## src/rtl/mnist_argmax_collector.sv

```systemverilog
// Streaming signed argmax over NUM_CLASSES logits with a handshaked prediction, watchdog and drop flags.
// Optional build macro ARGMAX_LOGITS_EN adds a per-frame logit register file with registered readback.
module mnist_argmax_collector #(
    parameter int DATA_WIDTH     = 32,
    parameter int NUM_CLASSES    = 10,
    parameter int IDX_WIDTH      = 4,
    parameter int TIMEOUT_CYCLES = 5000000,
    parameter int TO_WIDTH       = 23
) (
    input  logic                         clk,
    input  logic                         rst_n,
    input  logic                         in_valid,
    input  logic signed [DATA_WIDTH-1:0] in_data,
    output logic                         pred_valid,
    input  logic                         pred_ready,
    output logic        [IDX_WIDTH-1:0]  pred_class,
    output logic signed [DATA_WIDTH-1:0] pred_max,
    output logic        [15:0]           frame_cnt,
    output logic                         err_drop,
    output logic                         err_timeout,
    input  logic        [IDX_WIDTH-1:0]  rd_idx,
    output logic        [DATA_WIDTH-1:0] rd_data
);

    localparam logic [IDX_WIDTH-1:0] LAST_IDX = IDX_WIDTH'(NUM_CLASSES - 1);
    localparam logic [TO_WIDTH-1:0]  TO_LAST  = TO_WIDTH'(TIMEOUT_CYCLES - 1);

    typedef enum logic [1:0] {S_IDLE, S_ACCUM, S_HOLD} state_t;

    state_t                       r_state, w_state_nxt;
    logic signed [DATA_WIDTH-1:0] r_best;
    logic        [IDX_WIDTH-1:0]  r_best_idx;
    logic        [IDX_WIDTH-1:0]  r_cnt;
    logic        [TO_WIDTH-1:0]   r_wd;

    logic w_start, w_accum, w_last, w_drop, w_timeout, w_greater;

    assign w_greater = (in_data > r_best);

    always_ff @(posedge clk or negedge rst_n) begin
        if (!rst_n) r_state <= S_IDLE;
        else        r_state <= w_state_nxt;
    end

    always_comb begin
        w_state_nxt = r_state;
        w_start     = 1'b0;
        w_accum     = 1'b0;
        w_last      = 1'b0;
        w_drop      = 1'b0;
        w_timeout   = 1'b0;
        case (r_state)
            S_IDLE: begin
                if (in_valid) begin
                    w_start     = 1'b1;
                    w_state_nxt = S_ACCUM;
                end
            end
            S_ACCUM: begin
                if (in_valid) begin
                    w_accum = 1'b1;
                    if (r_cnt == LAST_IDX) begin
                        w_last      = 1'b1;
                        w_state_nxt = S_HOLD;
                    end
                end else if (r_wd == TO_LAST) begin
                    w_timeout   = 1'b1;
                    w_state_nxt = S_IDLE;
                end
            end
            S_HOLD: begin
                // A logit arriving with the handshake opens the next frame instead of being dropped
                if (pred_ready) begin
                    if (in_valid) begin
                        w_start     = 1'b1;
                        w_state_nxt = S_ACCUM;
                    end else begin
                        w_state_nxt = S_IDLE;
                    end
                end else if (in_valid) begin
                    w_drop = 1'b1;
                end
            end
            default: w_state_nxt = S_IDLE;
        endcase
    end

    always_ff @(posedge clk or negedge rst_n) begin
        if (!rst_n) begin
            r_best      <= '0;
            r_best_idx  <= '0;
            r_cnt       <= '0;
            r_wd        <= '0;
            pred_valid  <= 1'b0;
            pred_class  <= '0;
            pred_max    <= '0;
            frame_cnt   <= '0;
            err_drop    <= 1'b0;
            err_timeout <= 1'b0;
        end else begin
            err_drop    <= w_drop;
            err_timeout <= w_timeout;
            if (w_last) begin
                pred_valid <= 1'b1;
                pred_class <= w_greater ? r_cnt : r_best_idx;
                pred_max   <= w_greater ? in_data : r_best;
                frame_cnt  <= frame_cnt + 16'd1;
            end else if (pred_valid && pred_ready) begin
                pred_valid <= 1'b0;
            end

            if (w_start) begin
                r_best     <= in_data;
                r_best_idx <= '0;
                r_cnt      <= IDX_WIDTH'(1);
                r_wd       <= '0;
            end else if (w_accum) begin
                // Strict compare keeps the lowest index on ties
                if (w_greater) begin
                    r_best     <= in_data;
                    r_best_idx <= r_cnt;
                end
                r_cnt <= w_last ? '0 : r_cnt + 1'b1;
                r_wd  <= '0;
            end else if (w_timeout) begin
                r_cnt <= '0;
                r_wd  <= '0;
            end else if (r_state == S_ACCUM) begin
                r_wd <= r_wd + 1'b1;
            end
        end
    end

`ifdef ARGMAX_LOGITS_EN
    logic signed [DATA_WIDTH-1:0] r_logits [NUM_CLASSES];

    always_ff @(posedge clk) begin
        if (w_start)      r_logits[0]     <= in_data;
        else if (w_accum) r_logits[r_cnt] <= in_data;
    end

    always_ff @(posedge clk or negedge rst_n) begin
        if (!rst_n)                         rd_data <= '0;
        else if (int'(rd_idx) < NUM_CLASSES) rd_data <= r_logits[rd_idx];
        else                                rd_data <= '0;
    end
`else
    logic w_unused_rd_idx;
    assign w_unused_rd_idx = ^rd_idx;
    assign rd_data         = '0;
`endif

endmodule

```

## config.mk

```make
export PLATFORM = sky130hd
export DESIGN_NAME = mnist_argmax_collector
export DESIGN_NICKNAME = d
export VERILOG_FILES = /design/src/rtl/mnist_argmax_collector.sv
export SDC_FILE = /design/constraint.sdc
export NUM_CORES = 1
export LEC_CHECK = 0
export BUFFER_PORTS_ARGS = -buffer_cell sky130_fd_sc_hd__buf_4
export CAP_MARGIN = 20
export CORE_MARGIN = 10
export CORE_UTILIZATION = 55
export CTS_CLUSTER_DIAMETER = 30
export DETAILED_ROUTE_END_ITERATION = 8
export PLACE_DENSITY = 0.8
export SKIP_CTS_REPAIR_TIMING = 1
export SLEW_MARGIN = 5
export SYNTH_ARGS = -nofsm -noshare
export SYNTH_HDL_FRONTEND = slang
export SYNTH_SLANG_ARGS = --single-unit
```

## constraint.sdc

```tcl
create_clock -name clk -period 3.19 [get_ports clk]
set_input_delay 0.7975 -clock clk [delete_from_list [all_inputs] [get_ports clk]]
set_output_delay 0.7975 -clock clk [all_outputs]
set_load 0.02 [all_outputs]
```

==> reports/results.tsv, run 1 <==
stage	metric	value	unit
final_layout	synthToLayoutAreaGrowth	21.07	%
synth	synth_edf_count	0	
critical_path	required	3490	ps
critical_path	cp_cell_sequence	buf_4, ha_1, a21oi_1, o21ai_0, a221oi_1, nor2b_1, a311oi_4, nor2_4, buf_12, mux2_2	
critical_path	crit_type	primary input to register	
global_route	grt_overflow	0	
drt	firstDrtPassIters	4	
synth	synthFlopType	dfrtp_1	
sta	period_share	90.15	%
global_route	grt_max_degree	58	
clock_tree	cts.sinks	120	
critical_path	cp_data_arrival_time	3180	ps
final_layout	drive_gt1_share	23.52	%
floorplan	row_count	39	
clock_tree	h-tree-depth	4	
final_layout	antennaDiodeCount	0	
sta	hold_slack	341.8	ps
clock_tree	clk_latency	420	ps
global_route	grtUsageTotal	18.29	%
critical_path	crit_fanout	16	
run_status	status	finished clean	
critical_path	slowest_stage	a221oi_1	
drt	vias	4761	
floorplan	die_h	128.6	µm
final_layout	final_core_util	68.53	%
sta	rsz0062_at_grt	no	
critical_path	end_kind	register	
final_layout	fin_nets	810	
critical_path	critPathTopFamily	compound AO/OA/AOI/OAI gates	
synth	ys_ff_latch	120	
placement	dp.cells	858	
global_route	first_global_vias	5038	
floorplan	core_area	0.01147	mm²
final_layout	layout_commonest_cell	dfrtp_1	
floorplan	start_util	56.61	%
sta	skew	5.742	ps
floorplan	die_w	128.6	µm
synth	ys_warn_count	0	
drt	drc	0	
placement	io_buffers	90	
clock_tree	cts_buffer_depth	2	
synth	syn-cell-area	0.006491	mm²
synth	synth.top_cell.area_share	46.26	%
global_route	grt_pass1_wl	24.81	mm
drt	viasPerCell	5.368	
final_layout	mostFrequentLayoutCells	dfrtp_1, buf_4, nand2_1, inv_1, nor2_1	
synth	async_flop_share	100.0	%
sta	worst_slew_pin_slew	690.0	ps
sta	period_minus_slack	2876	ps
clock_tree	cts_tree	done	
drt	drt_iter0_drc	211	
sta	drv_slew	0	
flow_run	drv_cap	0	
final_layout	instances_no_fill	887	
critical_path	worst-path-buf-inv	2	
clock_tree	root_buffer	clkbuf_16	
synth	synth.avg_cell_area	10.42	µm²
synth	ys_types	47	
sta	relSlewSlack	53.65	%
sta	finalSetupViolations	0	
floorplan	io_pins	127	
min_path	hp-class	primary input to asynchronous set/reset pin	
placement	dpl.hpwl	10.84	mm
synth	yosys.area.top_type	dfrtp_1	
drt	wirelength	14.62	mm
sta	hold_viol_final	0	
placement	gp_congestion	0.8047	
clock_tree	cts_buffers	17	
drt	wl_per_cell	16.48	µm
sta	fmax	347.7	MHz
pwr	peakVddDrop	0.0006521	V
synth	ys_seq_area_share	46.26	%
critical_path	cpPeakStageDelay	430	ps
clock_tree	clk_transition_reported_paths	50	ps
floorplan	die-area	0.01655	mm²
pwr	p_per_area	824.8	mW/mm²
critical_path	cp-start-kind	primary input	
global_route	antenna_found_initial	0	
pwr	p_leak	3.986	nW
synth	syn_inst	623	
drt	ant_nets	0	
synth	synth_area_leaders	dfrtp_1, ha_1, mux2_4	
report_power, final:
group / switching [mW] / internal [mW] / leakage, nW
sequential: 0.298 / 1.87 / 1.59
combinational: 1.31 / 1.31 / 2.14
clock: 0.638 / 1.05 / 0.259
total: 2.25 / 4.23 / 3.99
per-stage QoR:
| stage | setup TNS, ps | instance area (µm²) | setup WS (ps) | power, mW |
|---|---|---|---|---|
| global route | 0 | 7859 | 153.9 | 6.895 |
| finish | 0 | 7859 | 314.2 | 6.482 |
| global placement | -43.25 | 7336 | -21.68 | 4.660 |
| floorplan | 0 | 6608 | 136.0 | 4.068 |
| detailed placement | -2663 | 7343 | -106.2 | 4.794 |
| CTS | 0 | 7859 | 305.9 | 6.525 |
final cells by class:
type	count	area [µm²]
fill	826	3608
inverter	39	146.4
tap	143	178.9
multi-input combinational	445	3119
clock inverter	4	20.02
sequential	120	3003
timing repair buffer	111	895.9
clock buffer	25	495.5
registers in the layout (all words and copies together), names as in the netlist, 2 cells and up:
register and flops:
pred_max 32, r_best 32, r_wd 23, frame_cnt 16, pred_class 4, r_best_idx 4, r_cnt 4, r_state 2
synthesized netlist by cell type (all sizes together) (3+ instances only):
cell,number
a21oi,15
and3,7
and4,4
buf,39
clkbuf,11
dfrtp,120
ha,36
inv,39
mux2,32
mux2i,36
nand2,79
nand3,22
nand4,16
nor2,38
nor2b,4
nor3,10
nor4,3
o21ai,45
o22ai,3
o31ai,3
xnor2,21
xor2,16
final timing paths:
path                            endpoint  slack, ps     startpoint  cells after the start
setup / recovery               r_best[1]        310    in_data[19]                     10
hold reg to reg            frame_cnt[15]        460  frame_cnt[15]                      1
max in group asynchronous   pred_max[12]       2130          rst_n                      2
setup reg to reg               r_best[1]        380     r_best[19]                     10
min in group clk           frame_cnt[15]        460  frame_cnt[15]                      1
hold / removal             frame_cnt[11]        340          rst_n                      1
routing by layer:
metal | track usage, % | vias to the layer above | share of wire [%]
met3 | 6.324 | 22 | 6.2
met2 | 31.19 | 110 | 51
met5 | 0 | - | 0
met4 | 6.090 | 0 | 1.4
li1 | - | 2300 | -
met1 | 21.02 | 2329 | 41
worst register-to-register path: stages (launching register included):
cell	delay [ps]
dfrtp_1	380
inv_1	60
ha_1	310
a21oi_1	170
o21ai_0	120
a221oi_1	430
nor2b_1	320
a311oi_4	160
nor2_4	180
buf_12	200
mux2_2	360
logic make-up (layout without fill, tap and decap cells):
family                     after synthesis  count (layout)  share of synthesized area, %
AOI/OAI and AO/OA                       77              77                         6.939
and+or+nand+nor                        195             195                         14.38
adders and majority gates               36              36                         6.939
buffers and inverters                   89             179                         7.594
xor gates and xnor gates                37              37                         4.992
muxes                                   68              68                         12.84
other                                    1              32                       0.05777
DFF                                    120             120                         46.26
Note: power is estimated with default switching activity, not from simulation.
==> run 2: changes to the inputs <==
--- a/config.mk
+++ b/config.mk
@@ -8,12 +8,13 @@
 export BUFFER_PORTS_ARGS = -buffer_cell sky130_fd_sc_hd__buf_4
 export CAP_MARGIN = 20
 export CORE_MARGIN = 10
-export CORE_UTILIZATION = 55
+export CORE_UTILIZATION = 56
 export CTS_CLUSTER_DIAMETER = 30
 export DETAILED_ROUTE_END_ITERATION = 8
-export PLACE_DENSITY = 0.8
+export PLACE_DENSITY = 0.81
+export SETUP_SLACK_MARGIN = 0.4
 export SKIP_CTS_REPAIR_TIMING = 1
-export SLEW_MARGIN = 5
+export SLEW_MARGIN = 15
 export SYNTH_ARGS = -nofsm -noshare
 export SYNTH_HDL_FRONTEND = slang
 export SYNTH_SLANG_ARGS = --single-unit
==> run 2 against run 1 <==
Final cell count fell by 0.90%. First-iteration DRC count rose by 62%. Via count barely moved. Maximum frequency rose by 7.4%. Cell area rose by 5.1%. Critical path type unchanged. Critical endpoint is now pred_max[3]. Largest power group unchanged.
==> reports/results.tsv, run 2 (synthesis gave the netlist of run 1 again) <==
stage	metric	value	unit
critical_path	cp_data_arrival_time	2940	ps
final_layout	reg.largest.list	pred_max: 32 flops, r_best: 32 flops, r_wd: 23 flops	
clock_tree	clk_transition_reported_paths	50	ps
floorplan	die_w	127.7	µm
drt	wl_per_cell	17.13	µm
global_route	grt_max_degree	65	
final_layout	antennaDiodeCount	0	
clock_tree	cts_buffers	17	
critical_path	crit_type	primary input to register	
sta	rsz0062_at_grt	no	
clock_tree	cts.sinks	120	
clock_tree	cts_buffer_depth	2	
sta	period_share	83.92	%
floorplan	core_area	0.01137	mm²
critical_path	cpPeakStageDelay	410	ps
drt	drc	0	
sta	setup_tns	0	ps
min_path	hp-class	primary input to asynchronous set/reset pin	
drt	drt_iter0_drc	341	
clock_tree	h-tree-depth	4	
placement	dp.cells	848	
final_layout	synthToLayoutAreaGrowth	27.27	%
final_layout	drive_gt1_share	27.31	%
sta	hold_slack	306.5	ps
sta	period_minus_slack	2677	ps
drt	firstDrtPassIters	4	
critical_path	cp-start-kind	primary input	
flow_run	drv_cap	0	
global_route	grt_overflow	0	
critical_path	end_kind	register	
floorplan	row_count	39	
global_route	first_global_vias	5162	
floorplan	die-area	0.01630	mm²
final_layout	mostFrequentLayoutCells	dfrtp_1, buf_4, nand2_1, inv_1, nor2_1	
floorplan	io_pins	127	
pwr	p_leak	4.005	nW
pwr	peakVddDrop	0.0005050	V
global_route	antenna_found_initial	0	
drt	wirelength	15.06	mm
critical_path	crit_fanout	20	
sta	relSlewSlack	56.07	%
sta	worst_slew_pin_slew	653.9	ps
clock_tree	cts_tree	done	
global_route	grtUsageTotal	19.28	%
placement	io_buffers	90	
placement	dpl.hpwl	10.68	mm
critical_path	slowest_stage	nor4_1	
floorplan	start_util	57.09	%
sta	hold_viol_final	0	
run_status	status	finished clean	
critical_path	r2r_setup_slack	560	ps
floorplan	die_h	127.7	µm
final_layout	final_core_util	72.66	%
sta	finalSetupViolations	0	
critical_path	cp_cell_sequence	buf_4, ha_4, nand4_4, nor4_1, nand3_1, o21ai_1, a31o_2, buf_12, mux2i_1, o21ai_0	
final_layout	fin_nets	800	
drt	ant_nets	0	
sta	skew	8.124	ps
drt	vias	4763	
drt	viasPerCell	5.419	
final_layout	layout_commonest_cell	dfrtp_1	
clock_tree	clk_latency	420	ps
placement	gp_congestion	0.8381	
critical_path	required	3450	ps
clock_tree	root_buffer	clkbuf_16	
final_layout	instances_no_fill	879	
pwr	p_per_area	864.5	mW/mm²
sta	fmax	373.6	MHz
global_route	grt_pass1_wl	25.72	mm
sta	drv_slew	0	
[run 2: cell types whose count changed in the layout (fill, tap and decap cells not counted), sizes merged]
cell / delta
bufinv: +4
buf: -10
clkbuf: -2
[run 2: cell type report]
class | instances | area, µm²
Clock buffer | 23 | 508.0
Clock inverter | 8 | 140.1
Fill cell | 776 | 3108
Inverter | 39 | 146.4
Multi-Input combinational cell | 445 | 3465
Sequential cell | 120 | 3003
Tap cell | 143 | 178.9
Timing Repair Buffer | 101 | 820.8
[run 2: worst paths after layout]
path	from	end	cells past startpoint
worst max-delay path	in_data[31]	pred_max[3]	10
worst min-delay path	rst_n	frame_cnt[14]	1
worst max register to register	r_best[31]	pred_max[3]	10
worst min register to register	frame_cnt[15]	frame_cnt[15]	1
max in group asynchronous	rst_n	r_best[8]	2
min in group clk	frame_cnt[15]	frame_cnt[15]	1
[run 2: power breakdown]
group	internal (mW)	switching, mW
sequential	1.86	0.301
combinational	1.43	1.45
clock	1.42	0.668
[run 2: stage by stage]
stage                     setup WS [ps]  total power [mW]  instance area, µm²
after floorplan                   364.1             4.297                6963
after global placement            119.7             4.864                7607
after detailed placement          93.84             5.010                7607
after CTS                         528.0             7.175                8255
after global routing              412.6             7.563                8262
final                             513.0             7.142                8262
[run 2: critical path: cells and delay by family]
kind / cells / cell delay (ps)
AO/OA/AOI/OAI: 3 / 540
adder cells (fa/ha/maj): 1 / 320
buffers and inverters: 2 / 330
multiplexers: 1 / 230
AND/OR/NAND/NOR: 3 / 700
[run 2: routing by layer]
| layer | up-vias | track usage (%) | wire length, µm |
|---|---|---|---|
| li1 | 2284 | - | - |
| met1 | 2348 | 22.28 | 6207 |
| met2 | 106 | 33.30 | 7865 |
| met3 | 25 | 5.335 | 712 |
| met4 | 0 | 7.285 | 271 |
| met5 | - | 0 | 0 |
==> run 3: changes to the inputs <==
==> constraint.sdc (replaced) <==
create_clock -name clk -period 2.8 [get_ports clk]
set_input_delay 0.7 -clock clk [delete_from_list [all_inputs] [get_ports clk]]
set_output_delay 0.7 -clock clk [all_outputs]
set_load 0.02 [all_outputs]
==> run 3 against run 2 <==
Worst setup slack worse by 360 ps. Critical path depth is 1 higher. Sequential power is 14% higher. Clock skew is 2.8 ps lower. Largest cell class unchanged.
==> reports/results.tsv, run 3 (synthesis gave the netlist of run 1 again) <==
stage	metric	value	unit
run_status	status	finished clean	
global_route	grt_max_degree	69	
critical_path	r2r-end	r_best[11]	
critical_path	crit_type	register to register	
sta	skew	5.298	ps
clock_tree	h-tree-depth	4	
critical_path	rr_worst_depth	11	
placement	dp.cells	868	
drt	vias	4894	
placement	gp_congestion	0.8299	
final_layout	fillers	743	
sta	period_minus_slack	2646	ps
floorplan	die_h	127.7	µm
clock_tree	root_buffer	clkbuf_16	
drt	drt_iter0_drc	298	
clock_tree	cts.sinks	120	
sta	fmax	378.0	MHz
clock_tree	cts_tree	done	
critical_path	worstSetupStartpoint	r_best[27]	
floorplan	die-area	0.01630	mm²
global_route	grtUsageTotal	19.10	%
final_layout	synthToLayoutAreaGrowth	31.84	%
sta	hold_slack	290.8	ps
sta	period_share	94.49	%
drt	viasPerCell	5.402	
global_route	grt_pass1_wl	25.80	mm
critical_path	cp_data_arrival_time	2950	ps
pwr	p_per_area	1000	mW/mm²
floorplan	row_count	39	
critical_path	end_kind	register	
final_layout	mostFrequentLayoutCells	dfrtp_1, buf_4, nand2_1, nor2_1, mux2i_1	
clock_tree	clk_transition_reported_paths	50	ps
final_layout	seq_area	0.003003	mm²
clock_tree	clk_latency	420	ps
sta	hold_viol_final	0	
sta	drv_slew	0	
floorplan	core_area	0.01137	mm²
final_layout	fin_nets	826	
drt	ant_nets	0	
global_route	grt_overflow	0	
drt	drc	0	
critical_path	reg2reg_from	r_best[27]	
final_layout	multi_input_area	0.003526	mm²
final_layout	drive_gt1_share	31.59	%
drt	wl_per_cell	17.15	µm
min_path	hp-class	primary input to asynchronous set/reset pin	
drt	firstDrtPassIters	5	
critical_path	endpoint	r_best[11]	
sta	finalSetupViolations	0	
pwr	p_leak	4.161	nW
global_route	antenna_found_initial	0	
clock_tree	cts_buffer_depth	2	
sta	worst_slew_pin_slew	631.3	ps
placement	io_buffers	90	
drt	wirelength	15.54	mm
sta	relSlewSlack	57.59	%
final_layout	reg.largest.list	pred_max: 32 flops, r_best: 32 flops, r_wd: 23 flops	
sta	rsz0062_at_grt	yes	
final_layout	final_core_util	75.27	%
final_layout	instances_no_fill	906	
floorplan	io_pins	127	
global_route	first_global_vias	5223	
final_layout	antennaDiodeCount	0	
placement	dpl.hpwl	10.86	mm
critical_path	cp-start-kind	register	
critical_path	crit_fanout	16	
pwr	peakVddDrop	0.0007234	V
flow_run	drv_cap	0	
critical_path	required	3100	ps
clock_tree	cts_buffers	17	
floorplan	die_w	127.7	µm
critical_path	r2r_setup_slack	150	ps
sta	setup_tns	0	ps
floorplan	start_util	57.09	%
## run 3: cell count changes in the layout (fill, tap and decap cells not counted), moves of 2 or more
| cell | delta |
|---|---|
| clkinvlp_4 | +2 |
| o21ai_0 | -2 |
| buf_4 | +24 |
| a21oi_2 | +4 |
| clkbuf_8 | -4 |
| inv_2 | +6 |
| inv_1 | -6 |
| a21oi_1 | -4 |
| bufinv_16 | +2 |
## run 3: area by class of cell
type	instances	share of cell area, %
inverter	39	1.711
clock inverter	13	2.617
tap	143	2.091
clock buffer	19	5.292
timing repair buffer	127	12.00
multi-input combinational	445	41.20
sequential	120	35.09
## run 3: layer usage
metal  up-vias  global-route usage (%)  share of wire [%]  wire length, µm
li1       2335                       -                  -                -
met1      2420                   21.77                 41             6413
met2       115                   32.76                 51             7971
met3        24                   6.245                5.7              879
met4         0                   7.020                1.8              274
met5         -                       0                  0                0
## run 3: per-stage QoR
step           area (µm²)  total power, mW  setup WS (ps)
2_1_floorplan        6988            4.977          72.11
3_3_place_gp         7757            5.619         -188.3
3_5_place_dp         7757            5.797         -261.4
4_1_cts              8434            8.394          72.07
5_1_grt              8558            9.013          38.43
6_report             8558            8.559          154.3
## run 3: worst min-delay path by stage
stage / cells past startpoint / endpoint / startpoint / slack [ps]
after floorplan: 0 / err_drop / rst_n / 400
after global placement: 1 / frame_cnt[15] / frame_cnt[15] / 460
after detailed placement: 1 / frame_cnt[15] / frame_cnt[15] / 470
after CTS: 1 / frame_cnt[15] / rst_n / 310
after global routing: 1 / frame_cnt[15] / rst_n / 330
final: 1 / frame_cnt[15] / rst_n / 290
## run 3: where the power goes
part           leakage (nW)  internal (mW)  total (mW)  switching [mW]
clock network         0.329           1.71        2.50           0.795
logic                  2.24           1.82        3.58            1.76
registers              1.59           2.12        2.47           0.351
## run 3: critical path, cell delays in order (launching register included)
cell	delay, ps
dfrtp_1	370
inv_1	80
ha_4	270
nand4_1	190
buf_4	210
nor4_4	280
buf_4	170
o31ai_4	80
a311oi_4	280
nor2_4	100
buf_12	180
mux2_4	310
